### src/rtl/kb_decode_pkg.sv
// Shared types and constants for the keyboard ASCII-decimal decode path.
package kb_decode_pkg;

    typedef logic [1:0] state_t;

    localparam state_t IDLE = 2'd0;
    localparam state_t CONV = 2'd1;
    localparam state_t DONE = 2'd2;

    localparam logic [7:0] ASCII_ZERO = 8'h30;
    localparam logic [7:0] ASCII_NINE = 8'h39;

endpackage

### src/rtl/ascii_digit.sv
// Combinational ASCII character to BCD digit mapper with validity flag.
module ascii_digit
    import kb_decode_pkg::*;
(
    input  logic [7:0] ch,
    output logic [3:0] value,
    output logic       is_digit
);

    always_comb begin
        is_digit = (ch >= ASCII_ZERO) && (ch <= ASCII_NINE);
        // Within '0'..'9' the low nibble equals ch - 8'h30.
        value    = is_digit ? ch[3:0] : 4'd0;
    end

endmodule

### src/rtl/ascii_decimal_decoder.sv
// Sequential ASCII-decimal to binary converter, one digit per clock, valid/ready both sides.
// Define KB_DECODE_SAT_EN to clamp the result to all-ones on overflow instead of wrapping.
module ascii_decimal_decoder
    import kb_decode_pkg::*;
#(
    parameter int unsigned N_DIGITS = 4,
    parameter int unsigned OUT_W    = 18
) (
    input  logic                  clk,
    input  logic                  rst,
    input  logic [8*N_DIGITS-1:0] buffer,
    input  logic                  buffer_valid,
    output logic                  in_ready,
    output logic [OUT_W-1:0]      buff_value,
    output logic                  out_valid,
    input  logic                  out_ready,
    output logic                  err,
    output logic                  ovf
);

    localparam int unsigned CNT_W = $clog2(N_DIGITS + 1);
    localparam logic [CNT_W-1:0] LAST_DIGIT = CNT_W'(N_DIGITS - 1);

    state_t                  state_q, state_d;
    logic [8*N_DIGITS-1:0]   shreg_q, shreg_d;
    logic [OUT_W-1:0]        acc_q, acc_d;
    logic                    err_q, err_d;
    logic                    ovf_q, ovf_d;
    logic [CNT_W-1:0]        cnt_q, cnt_d;

    logic [3:0]              digit;
    logic                    is_digit;
    logic [OUT_W+3:0]        acc_ext;
    logic [OUT_W+3:0]        acc_next;
    logic                    carry;

    ascii_digit u_ascii_digit (
        .ch       (shreg_q[8*N_DIGITS-1 -: 8]),
        .value    (digit),
        .is_digit (is_digit)
    );

    // acc*10 + d, with four guard bits to catch the overflow.
    always_comb begin
        acc_ext  = {4'b0000, acc_q};
        acc_next = (acc_ext << 3) + (acc_ext << 1) + {{OUT_W{1'b0}}, digit};
        carry    = |acc_next[OUT_W+3:OUT_W];
    end

    always_comb begin
        state_d = state_q;
        shreg_d = shreg_q;
        acc_d   = acc_q;
        err_d   = err_q;
        ovf_d   = ovf_q;
        cnt_d   = cnt_q;
        case (state_q)
            IDLE: begin
                if (buffer_valid) begin
                    shreg_d = buffer;
                    acc_d   = '0;
                    err_d   = 1'b0;
                    ovf_d   = 1'b0;
                    cnt_d   = '0;
                    state_d = CONV;
                end
            end
            CONV: begin
                shreg_d = shreg_q << 8;
                if (!is_digit) err_d = 1'b1;
                if (carry)     ovf_d = 1'b1;
`ifdef KB_DECODE_SAT_EN
                acc_d = (ovf_q || carry) ? {OUT_W{1'b1}} : acc_next[OUT_W-1:0];
`else
                acc_d = acc_next[OUT_W-1:0];
`endif
                cnt_d = cnt_q + CNT_W'(1);
                if (cnt_q == LAST_DIGIT) state_d = DONE;
            end
            DONE: begin
                if (out_ready) state_d = IDLE;
            end
            default: state_d = IDLE;
        endcase
    end

    always_ff @(posedge clk) begin
        if (rst) begin
            state_q <= IDLE;
            shreg_q <= '0;
            acc_q   <= '0;
            err_q   <= 1'b0;
            ovf_q   <= 1'b0;
            cnt_q   <= '0;
        end else begin
            state_q <= state_d;
            shreg_q <= shreg_d;
            acc_q   <= acc_d;
            err_q   <= err_d;
            ovf_q   <= ovf_d;
            cnt_q   <= cnt_d;
        end
    end

    always_comb begin
        in_ready   = (state_q == IDLE) && !rst;
        out_valid  = (state_q == DONE);
        buff_value = acc_q;
        err        = err_q;
        ovf        = ovf_q;
    end

endmodule

### config.mk
export PLATFORM = sky130hd
export DESIGN_NAME = ascii_decimal_decoder
export DESIGN_NICKNAME = d
export VERILOG_FILES = /design/src/rtl/kb_decode_pkg.sv /design/src/rtl/ascii_digit.sv /design/src/rtl/ascii_decimal_decoder.sv
export SDC_FILE = /design/constraint.sdc
export NUM_CORES = 1
export LEC_CHECK = 0
export CORE_AREA = 2 2 116 118
export DETAILED_ROUTE_END_ITERATION = 10
export DIE_AREA = 0 0 118 120
export DONT_BUFFER_PORTS = 1
export PLACE_DENSITY_LB_ADDON = 0.05
export SYNTH_ARGS = -nofsm -noshare
export SYNTH_HDL_FRONTEND = slang
export SYNTH_SLANG_ARGS = --single-unit
### constraint.sdc
create_clock -name clk -period 3.7 [get_ports clk]
set_clock_uncertainty 0.1 [all_clocks]
set_input_delay 0.74 -clock clk [delete_from_list [all_inputs] [get_ports clk]]
set_output_delay 0.74 -clock clk [all_outputs]
set_load 0.02 [all_outputs]
After elaboration in Yosys (flattened, before gate mapping)
Index checks and enable logic that the tools add are counted.
- logic and storage cells: 45
- register bits after elaboration: 57
- output and inout port bits: 22
- input bits: 36
- $add $sub $neg: 3
- reduce and logical (&&, ||, !) cells: 10
- order comparisons: 2
- multiplexer cells: 16
- equality and inequality tests: 8
- operators with widths (cell ; number):
    $pmux 32 s2 ; 1
    $pmux 18 s2 ; 1
    $mux 32 ; 1
    $add 21x19->22 ; 1
    $add 22x4->22 ; 1
    $mux 18 ; 1
    $reduce_and 3->1 ; 3
    $ge 8x6->1 const B ; 1
    $le 8x6->1 const B ; 1
    $ne 2x2->1 const B ; 4
    $mux 2 ; 3
    $pmux 2 s3 ; 1
    $pmux 3 s2 ; 1
    $mux 4 ; 1
    $pmux 1 s2 ; 2
    $reduce_or 4->1 ; 1
    $add 3x1->3 const B ; 1
    $eq 3x2->1 const B ; 1
    $mux 1 ; 3
    $mux 3 ; 1
    $eq 2x1->1 const B ; 1
    $eq 2x2->1 const B ; 1
    $logic_and 1x1->1 ; 2
    $logic_not 2->1 ; 1
    other kinds (4) ; 4

Logic depth before layout (Yosys ltp)
- depth in word-level cells: 7
- depth in mapped cells: 14
- mapped depth without buffers: 14

Cells and area by module
Synthesis repeated with hierarchy kept, for this count alone.
- cells, all modules: 436
- area total of the unflattened synthesis: 3534.6 sq um
- by module, submodules not included (module ; cells each ; sequential area each (sq um) ; area each (sq um) ; times used):
    ascii_decimal_decoder ; 427 ; 1141.1 ; 3453.3 ; 1
    ascii_digit ; 9 ; 0.0 ; 81.3 ; 1

Worst setup path after synthesis
No wires, ideal clock.
- kind: reg-to-reg
- start point: register shreg_q[25]
- end point: register ovf_q (netlist: ovf)
- stages on the path, launching flop included: 13
- buffers on the path: 0
- data arrival time: 3.125 ns
- path slack: 0.355 ns
- clock period less this slack: 3.345 ns
- library setup time: 0.120 ns
- cell sequence: dfxtp_1 o21ai_0 nor4b_1 nand2_1 fa_1 fa_1 nor2b_4 o211ai_4 a211oi_2 or2_4 a31oi_1 mux2i_1 o31a_1
- cells in the longest elaborated chain, start to end: 7
- elaborated cells on any way between the ends: 8
- classes of those cells: add/sub: 1; order compare: 2; eq/ne: 1; mux: 1; reduce/logical: 3
- ends and longest elaborated chain (what ; RTL line ; source):
    from (decl) ; ascii_decimal_decoder.sv:25 ; logic [8*N_DIGITS-1:0] shreg_q, shreg_d;
    from (signal assigned) ; ascii_decimal_decoder.sv:97 ; shreg_q <= shreg_d;
    $ge 8x6->1 or $le 8x6->1 (tied branches) ; ascii_digit.sv:11 ; is_digit = (ch >= ASCII_ZERO) && (ch <= ASCII_NINE);
    $logic_and 1x1->1 ; ascii_digit.sv:11 ;
    $mux 4 * ; ascii_digit.sv:13 ; value = is_digit ? ch[3:0] : 4'd0;
    $add 22x4->22 * ; ascii_decimal_decoder.sv:46 ; acc_next = (acc_ext << 3) + (acc_ext << 1) + {{OUT_W{1'b0}}, digit};
    $reduce_or 4->1 * ; ascii_decimal_decoder.sv:47 ; carry = |acc_next[OUT_W+3:OUT_W];
    $ne 2x2->1 (no source line) * ; - ;
    $reduce_and 3->1 (no source line) * ; - ;
    to (signal assigned) ; ascii_decimal_decoder.sv:100 ; ovf_q <= ovf_d;
    to (decl) ; ascii_decimal_decoder.sv:28 ; logic ovf_q, ovf_d;
Every way passes the cells marked *; elsewhere a longest branch is shown, timed or not.
A chain may end at the register's enable or synchronous reset.

Final worst setup path
Ends and elaborated chain as after synthesis.

==> qor.yml <==
final_max_slew_viol_count: 0
async_flop_share_pct: 0
antenna_found_initial: 0
drtPass1Iterations: 4
yosys.area_share.simple_pct: 20.5
final_net_count: 492
syn_area_per_cell_sq_um: 8.20
maxCapViolCount: 0
ios: 58
synth_top_area_cell: "dfxtp_1"
placementRows: 42
detail-route-antenna-nets: 0
wl_um: 9690
num-fill-cells: 1418
ir_worst_vdd_uv: 192
cellLeakagePower_uw: 0.00172
synthAdderAreaFrac_pct: 14.6
synth_xor_area_share_pct: 3.56
fin_tns_setup_ps: 0
viasPerCell: 4.86
crit_slowest_cell: "fa_1"
hp-class: "flip-flop to flip-flop"
clock_path_buffers: 2
antenna_cells: 0
cp-start-kind: "flip-flop"
cp_cell_sequence: "o21ai_0, nor4b_2, buf_4, nand2_1, fa_1, fa_1, nor2b_4, o211ai_4, a211oi_4, or2_4, a31oi_1, mux2i_1, o31a_1"
post-dp-hpwl_um: 7070
yosysUniqueCellTypes: 46
synth-seq-cells: 57
worstSkewPairLatency_ps: 330
via_count: 2896
tightestPinTransition_ps: 974
wire_per_inst_um: 16.3
place_congestion: 0.776
crit_required_ps: 3820
fp.dieH_um: 120
place_area_sq_um: 3650
postCtsSetupRepairBufs: 0
synth_top_cell_area_share_pct: 33.2
synth_edf_count: 0
design_area_sq_um: 3980
cp.arrival_ps: 3570
fin_crit_sh_pct: 93.4
drc: 0
core-area_sq_um: 13000
die-area_sq_um: 14200
drt_iter0_drc: 179
numCtsBuffers: 9
layout-drive-gt1-share_pct: 7.86
worstSetupPathType: "flip-flop to flip-flop"
clockRootBuffer: "clkbuf_16"
max_stage_delay_ps: 510
crit_path_end_kind: "flip-flop"
synth_compound_area_share_pct: 24.2
reg2reg_slack_ps: 250
syn-cell-area_sq_um: 3440
p_per_area_nw_per_um2: 422
rsz0062_at_grt: "false"
initial_core_util_pct: 26.5
crit_family: "adder cells"
mostFrequentLayoutCell: "nor2_1"
status: "finished, final reports clean"
ys_seq_area_share_pct: 33.2
path_max_fanout: 5
max_slew_margin_pct: 35.0
grt_pass1_wl_um: 15700
path_buf_inv: 1
muxShareOfSynthArea_pct: 0.291
synth_cells: 420
grt_max_degree: 55
synth_top_family_by_area: "compound AO/OA/AOI/OAI gates"
finish.utilization_pct: 30.7
cts.reportedPaths.clkPinSlew_ps: 50
overflow: 0
period_minus_slack_ps: 3450
syn_to_final_growth_pct: 15.7
layout_common_cells: "64 x nor2_1, 63 x nand2_1, 57 x dfxtp_1, 37 x ha_1, 28 x a21oi_1"
crit_top_cell: "fa_1"
grt_pass1_vias: 2813
setup_viol: 0
finalPower_uw: 1680
synth_warnings: 0
tritoncts: "yes"
grtUsageTotal_pct: 14.4
die_x_um: 118
synth_nets: 495
yosys_most_used_dff: "dfxtp_1"
cts_sinks: 57
io_buffers: 0
fmax_mhz: 290
cts_max_level: 3
hold_viol: 0
synth.area.top_cells: "dfxtp_1 33%, ha_1 13%, nor2_1 7.1%"
[metal layers]
layer | routed length [um] | vias up | global-route usage (%) | share of wire [%]
met1 | 4780 | 1326 | 19.6 | 49
li1 | - | 1495 | - | -
met4 | 156 | 0 | 6.33 | 1.6
met5 | 0 | - | 0 | 0
met2 | 4090 | 64 | 20.5 | 42
met3 | 660 | 11 | 4.71 | 6.8
[area by class of cell]
| cell class | instances | area [sq um] | share of cell area, % |
|---|---|---|---|
| Clock buffer | 11 | 253 | 6.35 |
| Sequential cell | 57 | 1140 | 28.7 |
| Timing Repair Buffer | 8 | 60.1 | 1.51 |
| Inverter | 12 | 45.0 | 1.13 |
| Tap cell | 176 | 220 | 5.53 |
| Multi-Input combinational cell | 329 | 2200 | 55.2 |
| Clock inverter | 3 | 65.1 | 1.63 |
[flip-flops by register name, summed over array words and instances, names as in the netlist]
name / cells
ovf: 1
state_q: 2
cnt_q: 3
err: 1
buff_value: 18
shreg_q: 32
[through the flow]
stage	hold slack (ps)	setup slack (ps)	cells
final	375	246	596
after global routing	363	10.2	596
after CTS	360	186	596
after detailed placement	370	215	582
after global placement	361	323	582
after floorplan	354	355	420
[final timing paths]
path / from / cells past startpoint / to
max: shreg_q[25] / 13 / ovf
min reg2reg: shreg_q[8] / 2 / shreg_q[16]
max reg2reg: shreg_q[25] / 13 / ovf
min: shreg_q[8] / 2 / shreg_q[16]
[tightest hold or removal path, delay by kind of cell (launching register included)]
family,cells,cell delay (ps)
AOI/OAI and AO/OA,1,70
DFF,1,310
and+or+nand+nor,1,50
[logic make-up (layout without fill, tap and decap cells)]
group,count (synthesis),after routing
compound gates,112,112
xor+xnor,14,14
fa+ha+maj,39,39
buf+inv,34,34
flops,57,57
mux,1,1
simple gates,163,163
[report_power, final]
group	switching [uW]	internal, uW	leakage, uW
clock network	291	617	0.000157
logic	68.0	37.6	0.00109
registers	20.9	645	0.000467
[synth_stat cells, drive strengths merged (2+ instances only)]
cell and count:
a211oi 5, a21o 6, a21oi 29, a22o 5, a22oi 14, a311oi 24, a31oi 2, and2 4
and3 2, buf 4, clkbuf 18, dfxtp 57, fa 2, ha 37, inv 12, nand2 63
nand2b 6, nand3 6, nor2 65, nor2b 10, o211ai 3, o21a 2, o21ai 9, o21bai 3
o221ai 2, o31a 2, or2 2, or3 2, xnor2 12, xor2 2
[timing repair]
action,in CTS,in global routing
setup endpoints to repair,0,2
hold endpoints to repair,0,0
hold buffers,0,0
resized for setup,0,2
Note: power is estimated with default switching activity, not from simulation.
